### src/rtl/gpio_clkin_monitor.sv
// GPIO clock-input monitor: pin synchroniser, sticky rising-edge flags and per-window edge counters on an Avalon-MM slave.
// Optional interrupt support is compiled in with `define GPIO_CLKIN_IRQ_EN.
module gpio_clkin_monitor #(
    parameter int WIDTH       = 2,
    parameter int GATE_CYCLES = 50000000,
    parameter int CNT_W       = 32
) (
    input  logic              clk,
    input  logic              reset_n,
    input  logic [WIDTH-1:0]  pins_in,
    input  logic [1:0]        address,
    input  logic              chipselect,
    input  logic              write_n,
    input  logic [31:0]       writedata,
    output logic [31:0]       readdata,
    output logic              irq
);

    localparam int GATE_W = (GATE_CYCLES > 1) ? $clog2(GATE_CYCLES) : 1;
    localparam logic [GATE_W-1:0] GATE_LAST = GATE_W'(GATE_CYCLES - 1);
    localparam logic [CNT_W-1:0]  CNT_MAX   = '1;

    logic [WIDTH-1:0]  sync1;
    logic [WIDTH-1:0]  sync2;
    logic [WIDTH-1:0]  sync3;
    logic [WIDTH-1:0]  rise;
    logic [WIDTH-1:0]  edgecap;
    logic [WIDTH-1:0]  clr_bits;
    logic [3:0]        sel_q;
    logic [31:0]       ctrl_word;
    logic [GATE_W-1:0] gate;
    logic              gate_last;
    logic              wr_en;
    logic              wr_edgecap;
    logic              wr_ctrl;
    logic [CNT_W-1:0]  live      [WIDTH];
    logic [CNT_W-1:0]  live_next [WIDTH];
    logic [CNT_W-1:0]  latched   [WIDTH];
    logic [CNT_W-1:0]  freq_sel;
    logic [31:0]       rd_mux;
    logic              unused_wdata;

    // sync2 is the first metastability-safe stage; sync3 only exists to detect rises
    always_ff @(posedge clk or negedge reset_n) begin
        if (!reset_n) begin
            sync1 <= '0;
            sync2 <= '0;
            sync3 <= '0;
        end else begin
            sync1 <= pins_in;
            sync2 <= sync1;
            sync3 <= sync2;
        end
    end

    assign rise = sync2 & ~sync3;

    assign wr_en      = chipselect & ~write_n;
    assign wr_edgecap = wr_en && (address == 2'd1);
    assign wr_ctrl    = wr_en && (address == 2'd2);
    assign clr_bits   = wr_edgecap ? writedata[WIDTH-1:0] : '0;

    // A rise arriving together with a clearing write must not be lost
    always_ff @(posedge clk or negedge reset_n) begin
        if (!reset_n) begin
            edgecap <= '0;
        end else begin
            edgecap <= (edgecap & ~clr_bits) | rise;
        end
    end

    always_ff @(posedge clk or negedge reset_n) begin
        if (!reset_n) begin
            sel_q <= '0;
        end else if (wr_ctrl) begin
            sel_q <= writedata[3:0];
        end
    end

`ifdef GPIO_CLKIN_IRQ_EN
    logic [WIDTH-1:0] mask_q;

    always_ff @(posedge clk or negedge reset_n) begin
        if (!reset_n) begin
            mask_q <= '0;
        end else if (wr_ctrl) begin
            mask_q <= writedata[16 +: WIDTH];
        end
    end

    always_ff @(posedge clk or negedge reset_n) begin
        if (!reset_n) begin
            irq <= 1'b0;
        end else begin
            irq <= |(edgecap & mask_q);
        end
    end

    always_comb begin
        ctrl_word             = '0;
        ctrl_word[3:0]        = sel_q;
        ctrl_word[16 +: WIDTH] = mask_q;
    end
`else
    assign irq = 1'b0;

    always_comb begin
        ctrl_word      = '0;
        ctrl_word[3:0] = sel_q;
    end
`endif

    assign unused_wdata = ^writedata;

    // Free-running gate; CTRL writes deliberately have no effect on it
    always_ff @(posedge clk or negedge reset_n) begin
        if (!reset_n) begin
            gate <= '0;
        end else if (gate == GATE_LAST) begin
            gate <= '0;
        end else begin
            gate <= gate + GATE_W'(1);
        end
    end

    assign gate_last = (gate == GATE_LAST);

    always_comb begin
        live_next = live;
        for (int i = 0; i < WIDTH; i++) begin
            if (rise[i] && (live[i] != CNT_MAX)) begin
                live_next[i] = live[i] + CNT_W'(1);
            end
        end
    end

    // The terminal-cycle edge is folded into the closing window via live_next
    always_ff @(posedge clk or negedge reset_n) begin
        if (!reset_n) begin
            for (int i = 0; i < WIDTH; i++) begin
                live[i]    <= '0;
                latched[i] <= '0;
            end
        end else begin
            for (int i = 0; i < WIDTH; i++) begin
                if (gate_last) begin
                    latched[i] <= live_next[i];
                    live[i]    <= '0;
                end else begin
                    live[i]    <= live_next[i];
                end
            end
        end
    end

    always_comb begin
        freq_sel = '0;
        for (int i = 0; i < WIDTH; i++) begin
            if (sel_q == 4'(i)) begin
                freq_sel = latched[i];
            end
        end
    end

    always_comb begin
        rd_mux = '0;
        case (address)
            2'd0:    rd_mux[WIDTH-1:0] = sync2;
            2'd1:    rd_mux[WIDTH-1:0] = edgecap;
            2'd2:    rd_mux            = ctrl_word;
            default: rd_mux[CNT_W-1:0] = freq_sel;
        endcase
    end

    always_ff @(posedge clk or negedge reset_n) begin
        if (!reset_n) begin
            readdata <= '0;
        end else begin
            readdata <= rd_mux;
        end
    end

endmodule

### config.mk
export PLATFORM = sky130hd
export DESIGN_NAME = gpio_clkin_monitor
export DESIGN_NICKNAME = d
export VERILOG_FILES = /design/src/rtl/gpio_clkin_monitor.sv
export SDC_FILE = /design/constraint.sdc
export NUM_CORES = 1
export LEC_CHECK = 0
export ABC_AREA = 1
export CAP_MARGIN = 40
export CORE_AREA = 4 4 157 159
export CTS_CLUSTER_DIAMETER = 100
export CTS_CLUSTER_SIZE = 24
export DETAILED_ROUTE_END_ITERATION = 7
export DIE_AREA = 0 0 161 163
export GPL_ROUTABILITY_DRIVEN = 0
export PLACE_DENSITY_LB_ADDON = 0.15
export SYNTH_ARGS = -nofsm -noshare
export SYNTH_HDL_FRONTEND = slang
export SYNTH_SLANG_ARGS = --single-unit
### constraint.sdc
create_clock -name clk -period 2.1 [get_ports clk]
set_input_delay 0.21 -clock clk [delete_from_list [all_inputs] [get_ports clk]]
set_output_delay 0.21 -clock clk [all_outputs]
set_load 0.02 [all_outputs]
==> flow_summary.ini <==
[timing]
clock_skew_ns = 0.00989
timing.slew.headroom = 0.662
worst_pin_slew_ns = 0.507
rsz0062_at_grt = no
timing_max_transition_violations_final = 0
period_share = 0.933
fmaxAchievable_ghz = 0.510
final-setup-viol-count = 0
totalNegativeSetupSlack_ns = 0
final_hold_viol_count = 0
shortest_period_the_worst_path_allows_ns = 1.96

[cts]
clockRootBuffer = clkbuf_16
cts.path.max_buffers = 2
cts_tree = done
cts_htree_levels = 4
cts_setup_buffers = 0
cts-buffers-inserted = 17
insertion_delay_ns = 0.43
clock_sinks = 198
clk_pin_slew_ns = 0.08

[power_and_ir_drop]
vdd.ir_drop.worst_mv = 0.499
p_leak_nw = 5.45
pwr_density_cell_nw_per_um2 = 672

[worst_setup_path]
criticalPathCategory = register to register
rr_endpoint = live[17]
critPathLaunchType = register
critical_path.cell_chain = ha_1, nand2_1, nor2_2, nand2_2, inv_2, nand2_2, or2_4, nor2_8, buf_12, nor2_1
regToRegSetupSlack_ns = 0.14
slowest_delay_ns = 0.39
cp_slowest_cell = dfrtp_1
cp.arrival_ns = 2.28
crit_path_frequent_cell = nand2_2
worst_r2r_startpoint = gate[0]
timing.critical_path.to_type = register
worst_r2r_path_depth = 10
critical_path_peak_fanout = 27
critPathRequiredTime_ns = 2.42

[grt]
vias_in_the_first_global_route = 8352
maximum_number_of_pins_on_one_net_before_global_route_repair = 54
globalRoute.totalOverflow = 0
antenna_found_initial = 0
wire_length_of_the_first_global_routing_pass_um = 43200
grtUsageTotal = 0.205

[yosys]
netlist-cell-type-count = 43
yosys_warnings = 0
synth-seq-area-share = 0.479
synth_top_area_frac = 0.479
postSynthRegisterBits = 198
synth.area.top_cells = dfrtp_1 (48%), nand2_1 (14%), nor2_1 (6.6%), inv_1 (6.2%), nand3_1 (5.4%)
synth_ff_type = dfrtp_1
mappedNetlistNets = 1410
netlist.top_cell.by_area = dfrtp_1
synthesis.area_um2 = 10400
ys_async_rst_share = 1.00
count_of_flip_flops_with_a_built_in_enable_after_synthesis = 0
synth_cells = 1367
synthesis.area_per_instance_um2 = 7.57

[final_layout]
diodes = 0
fill_cells = 2336
finish.net_count = 1465
synthToLayoutAreaGrowth_pct = 14.4
layout-drive-gt1-share = 0.0830
final_core_utilization = 0.509
layout.cells.most_common_list = nand2_1 (392), dfrtp_1 (198), nor2_1 (182)
layout.cells.most_common = nand2_1

[floorplanning]
die_w_um = 161
floorplan.core_area_um2 = 23300
initial_utilization = 0.445
die_height_um = 163
ios = 73
die-area_um2 = 26200
placementRows = 56

[route]
wl_per_cell_um = 14.8
detail_route.first_pass.iterations = 5
drt-vias-per-instance = 5.01
drt_drc_violations_left = 0
drtIter0Drc = 543
route.final.wire_length_um = 25900
routed-via-count = 8786
drtAntennaViolNets = 0

[worst_hold_path]
min-delay-path-class = input port to register
min-delay-start = pins_in[1]
hold_depth = 1
holdPathEnd = sync1[1]

[placed_design]
dp_wirelength_um = 19200
io_buffer_count = 43

[flow_run]
maxCapViolCount = 0

[status]
run_status = finished, final reports clean
## final cells by class
class	count	area, um2	area share
Sequential cell	198	4950	0.419
Multi-Input combinational cell	946	4430	0.374
Timing Repair Buffer	82	833	0.0704
Inverter	177	664	0.0561
Clock buffer	18	439	0.0371
Tap cell	319	399	0.0337
Clock inverter	13	118	0.00993
## cells by family (layout without fill, tap and decap cells)
logic type / Yosys count / in the layout / synth area share
muxes: 2 / 2 / 0.00218
buffers and inverters: 223 / 290 / 0.0949
other: 1 / 1 / 0.000362
xor gates and xnor gates: 20 / 20 / 0.0169
DFF: 198 / 198 / 0.479
adders and majority gates: 3 / 3 / 0.00363
and+or+nand+nor: 817 / 817 / 0.346
AOI/OAI and AO/OA: 103 / 103 / 0.0577
## critical path: cells and delay by family, from the launching register on
kind / cells / cell delay, ns
buffers and inverters: 2 / 0.28
adder cells (fa/ha/maj): 1 / 0.19
AND/OR/NAND/NOR: 7 / 0.97
flip-flops: 1 / 0.39
## how the worst max path moves through the flow
stage,startpoint,endpoint
after floorplan,gate[0],live[41]
after global placement,gate[0],live[55]
after detailed placement,gate[0],live[17]
after CTS,gate[0],live[63]
after global routing,live[0],latched[22]
final,gate[0],live[17]
## flip-flops by register name, indices dropped and copies added (netlist names)
| name | cells |
|---|---|
| gate | 26 |
| edgecap | 2 |
| sync3 | 2 |
| sel_q | 4 |
| latched | 64 |
| sync1 | 2 |
| live | 64 |
| readdata | 32 |
| sync2 | 2 |
## per-stage QoR
stage | total power, W | hold WS [ns] | std cells | setup WS (ns) | instance area (um2)
2_1_floorplan | 0.00457 | -0.0856 | 1367 | 0.433 | 10400
6_report | 0.00796 | 0.218 | 1753 | 0.140 | 11800
3_3_place_gp | 0.00487 | 0.213 | 1721 | 0.184 | 11300
3_5_place_dp | 0.00488 | 0.223 | 1721 | 0.159 | 11300
5_1_grt | 0.00830 | 0.202 | 1753 | 0.00575 | 11800
4_1_cts | 0.00803 | 0.207 | 1753 | 0.126 | 11800
## what timing repair did
action	4_1_cts	5_1_grt
endpoints found under the setup margin	0	11
resized for setup	0	5
hold endpoints to repair	48	0
hold buffers	1	0
## where the power goes
group,switching [W],leakage (nW),total [W],internal [W]
logic,0.000493,2.48,0.000748,0.000256
clock network,0.00157,0.274,0.00315,0.00159
registers,0.000131,2.70,0.00406,0.00392
total,0.00219,5.45,0.00796,0.00577
## cells in the mapped netlist (all sizes together) (2+ instances only)
cell     instances
a21oi           29
nand3          112
o22ai           19
or2              5
clkinv           2
o21ai           50
and2             4
clkbuf          12
inv            175
nor3b            3
a22o             2
nand4           69
xnor2            6
nor2           197
nor3            16
ha               3
nand2          403
dfrtp          198
mux2             2
xor2            14
nand3b           6
o2111ai          2
buf             34
## metal layers
metal | vias up | wire length [um] | share of wire | GRT usage
li1 | 4458 | - | - | -
met1 | 4123 | 12900 | 0.50 | 0.306
met2 | 181 | 11700 | 0.45 | 0.320
met3 | 24 | 948 | 0.037 | 0.0246
met4 | 0 | 389 | 0.015 | 0.0535
met5 | - | 0 | 0 | 0
Note: power is estimated with default switching activity, not from simulation.
